**config.mk**
```make
export PLATFORM = sky130hd
export DESIGN_NAME = bht_update_ctrl
export DESIGN_NICKNAME = d
export VERILOG_FILES = /design/src/rtl/bht_update_ctrl_pkg.sv /design/src/rtl/bht_update_ctrl_br_fifo.sv /design/src/rtl/bht_update_ctrl.sv
export SDC_FILE = /design/constraint.sdc
export NUM_CORES = 1
export LEC_CHECK = 0
export BUFFER_PORTS_ARGS = -buffer_cell sky130_fd_sc_hd__clkbuf_2
export CORE_UTILIZATION = 57
export CTS_BUF_LIST = sky130_fd_sc_hd__clkbuf_8
export CTS_CLUSTER_DIAMETER = 100
export DETAILED_ROUTE_END_ITERATION = 7
export HOLD_SLACK_MARGIN = 0.12
export PLACE_DENSITY = 0.81
export SYNTH_ARGS = -nofsm -noshare
export SYNTH_HDL_FRONTEND = slang
export SYNTH_SLANG_ARGS = --single-unit
```
**constraint.sdc**
```tcl
create_clock -name clk -period 5.3 [get_ports clk]
set_input_delay 1.06 -clock clk [delete_from_list [all_inputs] [get_ports clk]]
set_output_delay 1.06 -clock clk [all_outputs]
set_load 0.03 [all_outputs]
```
**src/rtl/bht_update_ctrl_pkg.sv**
```systemverilog
`default_nettype none
// ============================================================================
// Package  : bht_update_ctrl_pkg
// Brief    : Shared widths, commit-result encoding and counter helper for the
//            BHT update controller.
// Revision : 1.0 - initial release
// ============================================================================
package bht_update_ctrl_pkg;

    localparam int c_depth_def = 16;
    localparam int c_idx_w_def = 8;     // BHT_LR_WIDTH span
    localparam int c_pc_w_def  = 32;
    localparam int c_cnt_w     = 32;

    localparam logic [c_cnt_w-1:0] c_cnt_one = c_cnt_w'(1);
    localparam logic [c_cnt_w-1:0] c_cnt_max = {c_cnt_w{1'b1}};

    typedef enum logic [1:0] {
        CMT_NONE  = 2'd0,
        CMT_RIGHT = 2'd1,
        CMT_WRONG = 2'd2
    } cmt_res_e;

    function automatic logic [c_cnt_w-1:0] sat_inc(input logic [c_cnt_w-1:0] v);
        return (v == c_cnt_max) ? v : v + c_cnt_one;
    endfunction

endpackage
`default_nettype wire

```
**src/rtl/bht_update_ctrl_br_fifo.sv**
```systemverilog
`default_nettype none
// ============================================================================
// Module   : bht_update_ctrl_br_fifo
// Brief    : Generic circular FIFO with async reset, flush and push/pop;
//            a push is accepted when full if a pop frees a slot the same cycle.
// Revision : 1.0 - initial release
// ============================================================================
module bht_update_ctrl_br_fifo #(
    parameter int DEPTH = 16,
    parameter int WIDTH = 41
) (
    input  logic                     clk,
    input  logic                     rst,
    input  logic                     en,
    input  logic                     flush,
    input  logic                     push,
    input  logic                     pop,
    input  logic [WIDTH-1:0]         wr_data,
    output logic [WIDTH-1:0]         rd_data,
    output logic [$clog2(DEPTH):0]   count,
    output logic                     empty,
    output logic                     push_ok,
    output logic                     pop_ok
);

    localparam int c_aw = $clog2(DEPTH);
    localparam int c_cw = c_aw + 1;

    logic [WIDTH-1:0] r_mem [DEPTH];
    logic [c_aw-1:0]  r_head;
    logic [c_aw-1:0]  r_tail;
    logic [c_cw-1:0]  r_count;
    logic [c_cw-1:0]  w_count_nxt;
    logic             w_full;
    logic             w_act;

    assign w_act   = en && !flush;
    assign w_full  = (r_count == c_cw'(DEPTH));
    assign empty   = (r_count == '0);
    assign pop_ok  = w_act && pop && !empty;
    // Full is no obstacle when the same cycle's pop frees the slot.
    assign push_ok = w_act && push && (!w_full || pop_ok);
    assign rd_data = r_mem[r_head];
    assign count   = r_count;

    always_comb begin
        w_count_nxt = r_count;
        if (push_ok && !pop_ok) begin
            w_count_nxt = r_count + c_cw'(1);
        end else if (pop_ok && !push_ok) begin
            w_count_nxt = r_count - c_cw'(1);
        end
    end

    always_ff @(posedge clk or posedge rst) begin
        if (rst) begin
            r_head  <= '0;
            r_tail  <= '0;
            r_count <= '0;
        end else if (en) begin
            if (flush) begin
                r_head  <= '0;
                r_tail  <= '0;
                r_count <= '0;
            end else begin
                if (pop_ok)  r_head <= r_head + c_aw'(1);
                if (push_ok) r_tail <= r_tail + c_aw'(1);
                r_count <= w_count_nxt;
            end
        end
    end

    always_ff @(posedge clk) begin
        if (push_ok) begin
            r_mem[r_tail] <= wr_data;
        end
    end

endmodule
`default_nettype wire

```
**src/rtl/bht_update_ctrl.sv**
```systemverilog
`default_nettype none
// ============================================================================
// Module   : bht_update_ctrl
// Brief    : Records predicted branches in order and, at ROB commit, emits the
//            BHT right/wrong update pulses and the mispredict redirect.
// Revision : 1.0 - initial release
// ============================================================================
module bht_update_ctrl
    import bht_update_ctrl_pkg::*;
#(
    parameter int DEPTH = c_depth_def,
    parameter int IDX_W = c_idx_w_def,
    parameter int PC_W  = c_pc_w_def
) (
    input  logic               clk,
    input  logic               rst,
    input  logic               rdy,
    input  logic               Clear_flag,
    input  logic               alloc_valid,
    input  logic [IDX_W-1:0]   alloc_bht_id,
    input  logic               alloc_pred,
    input  logic [PC_W-1:0]    alloc_alt_pc,
    output logic               alloc_full,
    input  logic               cmt_valid,
    input  logic               cmt_taken,
    output logic               bht_wrong,
    output logic               bht_right,
    output logic [IDX_W-1:0]   bht_upd_id,
    output logic               mispredict,
    output logic [PC_W-1:0]    redirect_pc,
    output logic [31:0]        cnt_branch,
    output logic [31:0]        cnt_miss,
    output logic               err_flag
);

    localparam int c_ew = IDX_W + 1 + PC_W;
    localparam int c_cw = $clog2(DEPTH) + 1;

    logic [c_ew-1:0]    w_wr_data;
    logic [c_ew-1:0]    w_rd_data;
    logic [c_cw-1:0]    w_count;
    logic               w_empty;
    logic               w_push_ok;
    logic               w_pop_ok;
    logic [IDX_W-1:0]   w_head_id;
    logic               w_head_pred;
    logic [PC_W-1:0]    w_head_alt;
    cmt_res_e           w_cmt_res;
    logic               w_overflow;
    logic               w_underflow;

    logic               r_bht_wrong;
    logic               r_bht_right;
    logic               r_mispredict;
    logic [IDX_W-1:0]   r_bht_upd_id;
    logic [PC_W-1:0]    r_redirect_pc;
    logic [31:0]        r_cnt_branch;
    logic [31:0]        r_cnt_miss;
    logic               r_err_flag;

    assign w_wr_data = {alloc_bht_id, alloc_pred, alloc_alt_pc};

    bht_update_ctrl_br_fifo #(
        .DEPTH (DEPTH),
        .WIDTH (c_ew)
    ) u_br_fifo (
        .clk     (clk),
        .rst     (rst),
        .en      (rdy),
        .flush   (Clear_flag),
        .push    (alloc_valid),
        .pop     (cmt_valid),
        .wr_data (w_wr_data),
        .rd_data (w_rd_data),
        .count   (w_count),
        .empty   (w_empty),
        .push_ok (w_push_ok),
        .pop_ok  (w_pop_ok)
    );

    assign w_head_id   = w_rd_data[c_ew-1 -: IDX_W];
    assign w_head_pred = w_rd_data[PC_W];
    assign w_head_alt  = w_rd_data[PC_W-1:0];

    always_comb begin
        w_cmt_res = CMT_NONE;
        if (w_pop_ok) begin
            w_cmt_res = (cmt_taken != w_head_pred) ? CMT_WRONG : CMT_RIGHT;
        end
    end

    // Only meaningful in the normal branch below, where the FIFO is enabled.
    assign w_overflow  = alloc_valid && !w_push_ok;
    assign w_underflow = cmt_valid && w_empty;

    always_ff @(posedge clk or posedge rst) begin
        if (rst) begin
            r_bht_wrong   <= 1'b0;
            r_bht_right   <= 1'b0;
            r_mispredict  <= 1'b0;
            r_bht_upd_id  <= '0;
            r_redirect_pc <= '0;
            r_cnt_branch  <= '0;
            r_cnt_miss    <= '0;
            r_err_flag    <= 1'b0;
        end else if (!rdy || Clear_flag) begin
            r_bht_wrong   <= 1'b0;
            r_bht_right   <= 1'b0;
            r_mispredict  <= 1'b0;
        end else begin
            r_bht_wrong   <= (w_cmt_res == CMT_WRONG);
            r_bht_right   <= (w_cmt_res == CMT_RIGHT);
            r_mispredict  <= (w_cmt_res == CMT_WRONG);
            if (w_cmt_res != CMT_NONE) begin
                r_bht_upd_id <= w_head_id;
                r_cnt_branch <= sat_inc(r_cnt_branch);
            end
            if (w_cmt_res == CMT_WRONG) begin
                r_redirect_pc <= w_head_alt;
                r_cnt_miss    <= sat_inc(r_cnt_miss);
            end
            if (w_overflow || w_underflow) begin
                r_err_flag <= 1'b1;
            end
        end
    end

    assign alloc_full  = (w_count == c_cw'(DEPTH));
    assign bht_wrong   = r_bht_wrong;
    assign bht_right   = r_bht_right;
    assign mispredict  = r_mispredict;
    assign bht_upd_id  = r_bht_upd_id;
    assign redirect_pc = r_redirect_pc;
    assign cnt_branch  = r_cnt_branch;
    assign cnt_miss    = r_cnt_miss;
    assign err_flag    = r_err_flag;

endmodule
`default_nettype wire
```
==> results.md, run 1 <==
- Pre-antenna DRT Iters: 5
- Minimum clock period: 3869 ps
- Clock-pin transition on the worst setup and hold timing paths: 60 ps
- RSZ-0062 raised after global routing: false
- Die W: 232.0 um
- Vias in the first global route: 15630
- Reg2Reg Launch Point: u_br_fifo.r_head[1]$_DFFE_PP0P_
- Clk sinks: 776
- IO Pins: 157
- CP Max Fanout: 53
- TNS Setup: 0 ps
- Clock tree buffer depth: 3
- GPL Wtd Cong: 0.8232
- Global Route Usage Sum: 24.41%
- Cells after Synth: 1415
- Syn_area_per_cell: 21.31 um2
- FF+latch area: 0.02271 mm2
- Global-route wire length before repair: 96010 um
- Placeable Area: 0.05182 mm2
- Synth top area share: 65.33%
- Slowest stage delay, CP: 950 ps
- Tightest Pin Transition: 1020 ps
- Footprint of the multi-input gates: 0.007158 mm2
- Syn nets: 1475
- CP arrival: 4460 ps
- HP Class: flip-flop to flip-flop
- Crit path buffers/inverters: 0
- Worst setup SP type: flip-flop
- Synth async-reset ratio: 15.46%
- Initial antenna violation count: 2
- Outcome: finished, final reports clean
- Total gr overflow: 0
- WL/cell: 25.77 um
- Worst IR Drop VDD: 0.2658 mV
- Commonest cells after routing, fill and taps aside: 656 x edfxtp_1, 203 x mux4_2, 156 x clkbuf_2
- Fin. Hold Viols: 0
- Number of enable flip-flop cells after synthesis: 656
- Net total in the final layout: 1726
- Fin util: 66.09%
- Most common cell after layout, fill and taps aside: edfxtp_1
- Mapped Area: 0.03015 mm2
- Max-cap violations: 0
- Port Buffers: 156
- CTS root buffer: clkbuf_8
- Hold_sp: bht_upd_id[0]$_DFFE_PP0P_
- Starting density of the core: 58.18%
- Final WL: 63190 um
- Min Hold Slack: 478.7 ps
- Seq/Total Area, Yosys: 75.29%
- Iteration-0 DRC Markers: 1583
- Number of routed nets with antenna violations: 0
- H-tree depth reported by CTS: 3
- Critical Path Sink Type: flip-flop
- Leak: 0.01193 uW
- Slew Limit Fails: 0
- Area leader, netlist: edfxtp_1
- Vias/cell: 6.127
- TritonCTS buffer count: 117
- Cells along the critical path: mux4_1, mux4_2, xor2_2, nand3_1, or3_1, xnor2_1
- Clk_lat worst skew: 720 ps
- Setup-failing EPs final: 0
- F_max: 258.5 MHz
- Period utilization: 72.99%
- CP Data Required Time: 5890 ps
- Post-CTS Hold Fix Bufs: 0
- Dpl hpwl: 36280 um
- Top delay family on crit path: simple AND/OR/NAND/NOR gates
- Largest net degree at the start of global routing: 94
- Top FF cell, synth: edfxtp_1
- Yosys warning total: 0
- Synth cell types: 52
- DR DRC count: 0
- Slowest CP cell: dfrtp_4
- Cts repair resizes: 0
- Share of layout cells above drive strength 1: 34.93%
- Critical path launch point: u_br_fifo.r_head[1]$_DFFE_PP0P_
- Post-CTS setup buffer count: 0
- Power Density: 424.9 mW/mm2
- Clk_skew: 35.46 ps
- Cell Rows: 83
- Top post-synthesis cells by area: edfxtp_1 65%, mux4_2 15%, dfrtp_1 10%, mux2_4 1.3%, xnor2_1 1.0%
- Die ar.: 0.05382 mm2
- Area grow syn2layout: 13.59%
- Fill cells: 3182
- Chip Height: 232.0 um
- Rel. slew slack: 31.70%
- Critical path type: flip-flop to flip-flop
- TritonCTS clock tree: built
- Vias post-DR: 15020
- #FFs+latches synth: 776
[layer usage]
metal | vias to the layer above | share of wire, % | global-route usage, %
li1 | 6308 | - | -
met1 | 7917 | 40 | 33.72
met2 | 709 | 50 | 38.83
met3 | 85 | 8.6 | 5.931
met4 | 4 | 1.7 | 7.484
met5 | - | 0.14 | 1.103
[worst paths after layout]
| kind | slack, ps | depth (start not counted) | endpoint |
|---|---|---|---|
| worst max-delay path | 1430 | 6 | cnt_miss[5]$_DFFE_PP0P_ |
| worst min-delay path | 480 | 2 | bht_upd_id[0]$_DFFE_PP0P_ |
| worst max register to register | 1430 | 6 | cnt_miss[5]$_DFFE_PP0P_ |
| worst min register to register | 480 | 2 | bht_upd_id[0]$_DFFE_PP0P_ |
| max in group asynchronous | 3750 | 3 | redirect_pc[2]$_DFFE_PP0P_ |
| min in group asynchronous | 490 | 2 | cnt_miss[12]$_DFFE_PP0P_ |
[cell families (layout without fill, tap and decap cells)]
logic type      after synthesis  after routing  share of synthesized area [%]
buf+inv                      86            440                          1.232
compound gates               34             34                         0.7553
flops                       776            776                          75.29
fa+ha+maj                    12             12                         0.5229
other cells                   0              3                              0
simple gates                200            200                          3.237
xor+xnor                     66             66                          1.942
mux                         241            241                          17.02
[through the flow]
step | setup WS, ps | instance area [um2] | std cells | power (uW)
after floorplan | -840.7 | 30150 | 1415 | 9103
after global placement | 1392 | 31890 | 2227 | 9792
after detailed placement | 1227 | 31890 | 2227 | 9860
after CTS | 1425 | 34240 | 2449 | 14680
after global routing | 1182 | 34250 | 2450 | 15110
final | 1431 | 34250 | 2452 | 14550
[synthesized netlist by cell type, drive strengths merged, types with 3 or more instances]
master / count
edfxtp: 656
mux4: 205
dfrtp: 120
nand2: 56
mux2: 36
clkbuf: 35
xnor2: 35
nor2: 34
xor2: 31
nor3: 30
buf: 26
nand4: 25
inv: 24
nand3: 24
ha: 11
and3: 9
nor4: 8
o21ai: 8
a21oi: 7
and2: 4
a31oi: 3
o2bb2ai: 3
[report_power, final]
group	switching, uW	total [uW]	internal, uW	leakage [uW]
registers	303	7180	6880	0.00743
logic	1330	2530	1200	0.00316
clock network	2290	4840	2550	0.00135
total	3920	14600	10600	0.0119
[layout make-up]
cell class	instances	area share, %
Sequential cell	776	66.31
Multi-Input combinational cell	553	20.90
Clock inverter	92	1.637
Timing Repair Buffer	193	3.127
Inverter	25	0.2996
Clock buffer	130	5.224
Antenna cell	3	0.02192
Tap cell	680	2.484
[worst reg2reg max path, cell delays in order (launching register included)]
cell     delay, ps
dfrtp_4        950
mux4_1         670
mux4_2         500
xor2_2         240
nand3_1        630
or3_1          610
xnor2_1        130
[sequential cells by signal (all words and copies together), names as in the netlist]
name and flops:
u_br_fifo.r_mem 656, cnt_branch 32, cnt_miss 32, redirect_pc 32, bht_upd_id 8, u_br_fifo.count 5, u_br_fifo.r_head 4, u_br_fifo.r_tail 4
bht_right 1, err_flag 1, mispredict 1
(Power assumes the default switching activity.)
==> run 2, diff against run 1 <==
--- a/config.mk
+++ b/config.mk
@@ -6,7 +6,7 @@
 export NUM_CORES = 1
 export LEC_CHECK = 0
 export BUFFER_PORTS_ARGS = -buffer_cell sky130_fd_sc_hd__clkbuf_2
-export CORE_UTILIZATION = 57
+export CORE_UTILIZATION = 60
 export CTS_BUF_LIST = sky130_fd_sc_hd__clkbuf_8
 export CTS_CLUSTER_DIAMETER = 100
 export DETAILED_ROUTE_END_ITERATION = 7
==> constraint.sdc (replaced) <==
create_clock -name clk -period 3.8 [get_ports clk]
set_input_delay 0.76 -clock clk [delete_from_list [all_inputs] [get_ports clk]]
set_output_delay 0.76 -clock clk [all_outputs]
set_load 0.03 [all_outputs]
==> run 2 against run 1 <==
Sequential share of layout area shrank 0.55 points. Critical path depth shrank 1. First-iteration DRC count grew 2.9%. Fmax grew 15%. Routed wire length grew 0.46%. Power grew 41%. Core utilization grew 4.0 points. Die area shrank 5.0%. Global-route usage grew 1.3 points. Worst hold slack lost 220 ps. Design area grew 0.84%.
==> results.md, run 2 (synthesis gave the netlist of run 1 again) <==
- Outcome: finished, final reports clean
- Max-cap violations: 0 (unchanged)
- Vias in the first global route: 15490 (-0.86%)
- F_max: 297.2 MHz (+15%)
- Initial antenna violation count: 1 (-1)
- Post-CTS Hold Fix Bufs: 0 (unchanged)
- TritonCTS clock tree: built
- Commonest cells after routing, fill and taps aside: 656 x edfxtp_1, 203 x mux4_2, 156 x clkbuf_2
- Top delay family on crit path: buffers and inverters
- CP arrival: 3950 ps (-510 ps)
- Fin. Hold Viols: 0 (unchanged)
- WL/cell: 26.08 um (+1.2%)
- Layout Cells excl Fill: 2434 (-0.73%)
- Sw frac: 26.47% (-0.47 points)
- Placeable Area: 0.04925 mm2 (-5.0%)
- FF+latch area: 0.02271 mm2 (unchanged)
- Share of layout cells above drive strength 1: 35.54% (+0.60 points)
- Period utilization: 88.55% (+16 points)
- RSZ-0062 raised after global routing: false
- Largest net degree at the start of global routing: 121 (+29%)
- Part of the power in registers: 48.7% (-0.6 points)
- CTS root buffer: clkbuf_8
- Pre-antenna DRT Iters: 5 (unchanged)
- Setup-failing EPs final: 0 (unchanged)
- Top reg by flops: u_br_fifo.r_mem
- Total gr overflow: 0 (unchanged)
- Fill cells: 2826 (-11%)
- Die W: 226.2 um (-2.5%)
- H-tree depth reported by CTS: 3 (unchanged)
- Clk_lat worst skew: 710 ps (about the same)
- Clk_skew: 25.85 ps (-9.608 ps)
- Slew Limit Fails: 0 (unchanged)
- Crit path buffers/inverters: 2 (+2)
- Post-CTS setup buffer count: 0 (unchanged)
- Chip Height: 226.2 um (-2.5%)
- Dpl hpwl: 35860 um (-1.1%)
- Minimum clock period: 3365 ps (-503.7 ps)
- TritonCTS buffer count: 116 (-0.85%)
- Min Hold Slack: 262.6 ps (-216.1 ps)
- Internal power: 15080 uW (+42%)
- Vias/cell: 6.218 (+1.5%)
- Critical path type: flip-flop to flip-flop
- GPL Wtd Cong: 0.8173 (-0.72%)
- Die ar.: 0.05115 mm2 (-5.0%)
- IO Pins: 157 (unchanged)
- Worst IR Drop VDD: 0.4031 mV (+52%)
- Tightest Pin Transition: 958.7 ps (-61.40 ps)
- Leak: 0.01204 uW (+0.95%)
- Clock tree buffer depth: 3 (unchanged)
- Net total in the final layout: 1730 (+0.23%)
- CP Data Required Time: 4390 ps (-1500 ps)
- Slowest CP cell: buf_4
- Slowest stage delay, CP: 740 ps (-210 ps)
- Cts repair resizes: 0 (unchanged)
- Vias post-DR: 15130 (+0.74%)
- Most common cell after layout, fill and taps aside: edfxtp_1
- CP Max Fanout: 54 (+1.9%)
- HP Class: input pin to asynchronous set/reset pin
- Global Route Usage Sum: 25.75% (+1.3 points)
- Critical Path Sink Type: flip-flop
- Number of routed nets with antenna violations: 0 (unchanged)
- Iteration-0 DRC Markers: 1629 (+2.9%)
- Clock-pin transition on the worst setup and hold timing paths: 70 ps (about the same)
- Area grow syn2layout: 14.55%
- Psw: 5429 uW (+38%)
- Cells along the critical path: buf_4, buf_4, mux4_2, mux4_2, mux2_4
- Starting density of the core: 61.22% (+3.0 points)
- Power Density: 593.9 mW/mm2 (+40%)
- Antenna cell count: 0 (-3)
- Max reg flops: 656 (unchanged)
- Logic gate share of total power: 17.7% (+0.3 points)
- DR DRC count: 0 (unchanged)
- Footprint of the multi-input gates: 0.007201 mm2 (+0.59%)
- Final WL: 63480 um (+0.46%)
- Clock share of power: 33.7% (+0.4 points)
- Global-route wire length before repair: 94750 um (-1.3%)
- Clk sinks: 776 (unchanged)
- Cell Rows: 81 (-2.4%)
- Port Buffers: 156 (unchanged)
- Rel. slew slack: 35.99% (+4.3 points)
- Worst setup SP type: flip-flop
- Placed Instances: 2216 (-0.49%)
[run 2: metrics by stage]
| stage | utilization, % | setup slack, ps | area [um2] | setup TNS, ps | total power (uW) |
|---|---|---|---|---|---|
| 2_1_floorplan | - | -919.4 | 30180 | -242170 | 12700 |
| 3_3_place_gp | 65.18 | 543.6 | 32100 | 0 | 13680 |
| 3_5_place_dp | 65.18 | 473.3 | 32100 | 0 | 13800 |
| 4_1_cts | 70.12 | 441.7 | 34540 | 0 | 20690 |
| 5_1_grt | 70.12 | 374.1 | 34540 | 0 | 21250 |
| 6_report | 70.12 | 435.0 | 34540 | 0 | 20510 |
[run 2: area by class of cell]
| class | instances | share of cell area, % |
|---|---|---|
| Sequential cell | 776 | 65.75 |
| Timing Repair Buffer | 198 | 3.644 |
| Clock buffer | 139 | 5.539 |
| Inverter | 25 | 0.2934 |
| Multi-Input combinational cell | 553 | 20.85 |
| Tap cell | 664 | 2.405 |
| Clock inverter | 79 | 1.514 |
[run 2: power by group through the flow]
stage | Combinational (uW) | Sequential, uW | Clock (uW)
final | 3620 | 9980 | 6910
after global routing | 3840 | 10000 | 7390
after CTS | 3660 | 9980 | 7050
after detailed placement | 3660 | 10100 | 0
after global placement | 3550 | 10100 | 0
after floorplan | 2210 | 10500 | 0
[run 2: path summary, 6_finish.rpt]
path                                            startpoint                         endpoint  slack (ps)  depth (start not counted)
setup reg to reg           u_br_fifo.r_head[1]$_DFFE_PP0P_       redirect_pc[0]$_DFFE_PP0P_         430                          5
setup / recovery           u_br_fifo.r_head[1]$_DFFE_PP0P_       redirect_pc[0]$_DFFE_PP0P_         430                          5
hold reg to reg                  bht_upd_id[2]$_DFFE_PP0P_        bht_upd_id[2]$_DFFE_PP0P_         480                          2
max in group asynchronous                              rst  u_br_fifo.r_head[1]$_DFFE_PP0P_        2960                          3
hold / removal                                         rst         cnt_miss[28]$_DFFE_PP0P_         260                          3
min in group clk                                       rdy  u_br_fifo.r_head[3]$_DFFE_PP0P_         340                          2
[run 2: metal layers]
layer  track usage, %  part of all wire [%]  up-vias
met5                0                 0.020        -
met4            9.721                   2.7        2
met3            6.258                   9.4      129
met2            40.26                    48      793
met1            35.66                    39     7895
li1                 -                     -     6315
[run 2: tightest hold or removal path, cell delays in order]
cell,delay (ps)
clkbuf_2,100
clkinvlp_4,70
buf_12,520
==> run 3, diff against run 2 <==
--- a/config.mk
+++ b/config.mk
@@ -6,6 +6,7 @@
 export NUM_CORES = 1
 export LEC_CHECK = 0
 export BUFFER_PORTS_ARGS = -buffer_cell sky130_fd_sc_hd__clkbuf_2
+export CORE_ASPECT_RATIO = 0.9
 export CORE_UTILIZATION = 60
 export CTS_BUF_LIST = sky130_fd_sc_hd__clkbuf_8
 export CTS_CLUSTER_DIAMETER = 100
==> run 3 against run 2 <==
Clock power fell by 9.1%. Die area barely moved. Largest power group unchanged. Setup slack improved by 380 ps. Critical path depth fell by 2. Clock skew rose by 22 ps. Combinational power rose by 1%. Highest routed layer unchanged. Core utilization fell by 0.46 points. Fmax rose by 13%. Register-to-register slack improved by 390 ps.
==> results.md, run 3 (synthesis gave the netlist of run 1 again) <==
- Outcome: finished, final reports clean
- Placed Instances: 2225 (+0.41%)
- Net total in the final layout: 1730 (unchanged)
- Psw: 5340 uW (-1.6%)
- Largest net degree at the start of global routing: 103 (-15%)
- Top reg by flops: u_br_fifo.r_mem
- Share of layout cells above drive strength 1: 34.43% (-1.1 points)
- Layout Cells excl Fill: 2442 (+0.33%)
- Period utilization: 78.65% (-9.9 points)
- RSZ-0062 raised after global routing: false
- Reg-to-reg setup timing slack: 820 ps (+390 ps)
- Port Buffers: 156 (unchanged)
- HP Class: input pin to flip-flop
- Initial antenna violation count: 3 (+2)
- H-tree depth reported by CTS: 3 (unchanged)
- Global-route wire length before repair: 94780 um (about the same)
- Clk_skew: 48.18 ps (+22.33 ps)
- Clk sinks: 776 (unchanged)
- Sw frac: 26.88% (+0.41 points)
- Starting density of the core: 61.13% (-0.090 points)
- Reg2Reg Launch Point: u_br_fifo.count[0]$_DFFE_PP0P_
- Number of routed nets with antenna violations: 0 (unchanged)
- Power Density: 578.1 mW/mm2 (-2.7%)
- Clock-pin transition on the worst setup and hold timing paths: 60 ps (about the same)
- Clk_lat worst skew: 710 ps (about the same)
- F_max: 334.6 MHz (+13%)
- CTS root buffer: clkbuf_8
- Die ar.: 0.05115 mm2 (about the same)
- Total power: 19870 uW (-3.2%)
- Depth of the worst register-to-register path: 9 (+4)
- Critical path launch point: u_br_fifo.count[0]$_DFFE_PP0P_
- CP Max Fanout: 6 (-89%)
- Worst setup SP type: flip-flop
- Post-CTS setup buffer count: 0 (unchanged)
- Cts repair resizes: 0 (unchanged)
- Vias in the first global route: 15510 (+0.10%)
- Setup-failing EPs final: 0 (unchanged)
- Placeable Area: 0.04933 mm2 (+0.15%)
- Slowest stage delay, CP: 660 ps (-80 ps)
- Global Route Usage Sum: 25.35% (-0.40 points)
- Hold_sp: rdy
- Leak: 0.01193 uW (-0.92%)
- Tightest Pin Transition: 938.5 ps (-20.13 ps)
- Chip Height: 214.7 um (-5.1%)
- Worst IR Drop VDD: 0.5638 mV (+40%)
- Fin. Hold Viols: 0 (unchanged)
- Iteration-0 DRC Markers: 1482 (-9.0%)
- GPL Wtd Cong: 0.8265 (+1.1%)
- CP Data Required Time: 3040 ps (-1350 ps)
- Internal power: 14530 uW (-3.7%)
- TritonCTS buffer count: 113 (-2.6%)
- Slowest CP cell: or4_1
- Final WL: 63110 um (-0.59%)
- Cell Rows: 77 (-4.9%)
- Hold Path End: u_br_fifo.r_head[3]$_DFFE_PP0P_
- Area grow syn2layout: 13.97%
- Min Hold Slack: 381.6 ps (+119.0 ps)
- Rel. slew slack: 37.28% (+1.3 points)
- Commonest cells after routing, fill and taps aside: 656 x edfxtp_1, 203 x mux4_2, 156 x clkbuf_2
- Vias/cell: 6.165 (-0.85%)
- DR DRC count: 0 (unchanged)
- Minimum clock period: 2989 ps (-376.4 ps)
- Critical Path Sink Type: output pin
- Cells along the critical path: or4_1, nor2_1, clkbuf_2
- Most common cell after layout, fill and taps aside: edfxtp_1
- Max reg flops: 656 (unchanged)
- Post-CTS Hold Fix Bufs: 1 (+1)
- Die W: 238.3 um (+5.4%)
- Part of the power in registers: 49.9% (+1.2 points)
- IO Pins: 157 (unchanged)
- Critical path type: flip-flop to output pin
- Clock share of power: 31.6% (-2.1 points)
- Hold Path Stages: 2
- Clock tree buffer depth: 3 (unchanged)
- Logic gate share of total power: 18.4% (+0.7 points)
- R2r endpoint: u_br_fifo.count[4]$_DFFE_PP0P_
- Pre-antenna DRT Iters: 6 (+1)
- Slew Limit Fails: 0 (unchanged)
- WL/cell: 25.84 um (-0.91%)
- Max-cap violations: 0 (unchanged)
- Total gr overflow: 0 (unchanged)
- Vias post-DR: 15050 (-0.53%)
- CP arrival: 2230 ps (-1720 ps)
- TritonCTS clock tree: built
- Dpl hpwl: 34520 um (-3.7%)
- TNS Setup: 0 ps (unchanged)
## run 3: cell count changes in the layout (fill, tap and decap cells not counted), moves of 2 or more
cell	previous run	this run
buf_12	13	16
bufinv_16	7	1
clkbuf_8	139	131
clkinv_1	10	28
clkinv_2	15	8
diode_2	0	2
inv_6	2	0
## run 3: per-stage QoR
stage | area (um2) | worst slack, ps | util [%]
floorplan | 30180 | -919.4 | -
global placement | 32160 | 567.6 | 65.20
detailed placement | 32160 | 544.3 | 65.20
CTS | 34360 | 782.8 | 69.66
global route | 34360 | 637.1 | 69.67
finish | 34360 | 811.4 | 69.67
## run 3: area by class of cell
cell class	instances	area, um2
clock buffer	131	1803
inverter	25	101.3
tap	671	839.6
antenna	2	5.005
timing repair buffer	201	1321
clock inverter	83	382.9
multi-input combinational	553	7201
sequential	776	22710
fill	2915	14960
## run 3: power groups by stage
stage | Sequential (uW) | Clock, uW | Combinational (uW)
after CTS | 9920 | 6400 | 3710
after global routing | 9960 | 6770 | 3890
after detailed placement | 10100 | 0 | 3700
after global placement | 10100 | 0 | 3640
final | 9920 | 6280 | 3660
after floorplan | 10500 | 0 | 2210
## run 3: per-layer routing
| layer | track usage [%] | up-vias | share of wire, % |
|---|---|---|---|
| met3 | 5.729 | 108 | 8.3 |
| met1 | 37.62 | 7838 | 41 |
| met2 | 38.51 | 771 | 49 |
| met4 | 7.372 | 2 | 2.1 |
| li1 | - | 6335 | - |
| met5 | 0 | - | 0.021 |
## run 3: worst max-delay path: cells and delay by family, from the launching register on
| kind | cells | cell delay, ps |
|---|---|---|
| and+or+nand+nor | 2 | 880 |
| buffers and inverters | 1 | 240 |
| DFF | 1 | 430 |
## run 3: worst max path at each step
stage	to	cells past startpoint
floorplan	u_br_fifo.r_mem[4][0]$_DFFE_PP_	4
global placement	u_br_fifo.r_mem[9][15]$_DFFE_PP_	7
detailed placement	u_br_fifo.r_mem[8][14]$_DFFE_PP_	7
CTS	alloc_full	3
global route	u_br_fifo.count[4]$_DFFE_PP0P_	9
finish	alloc_full	3
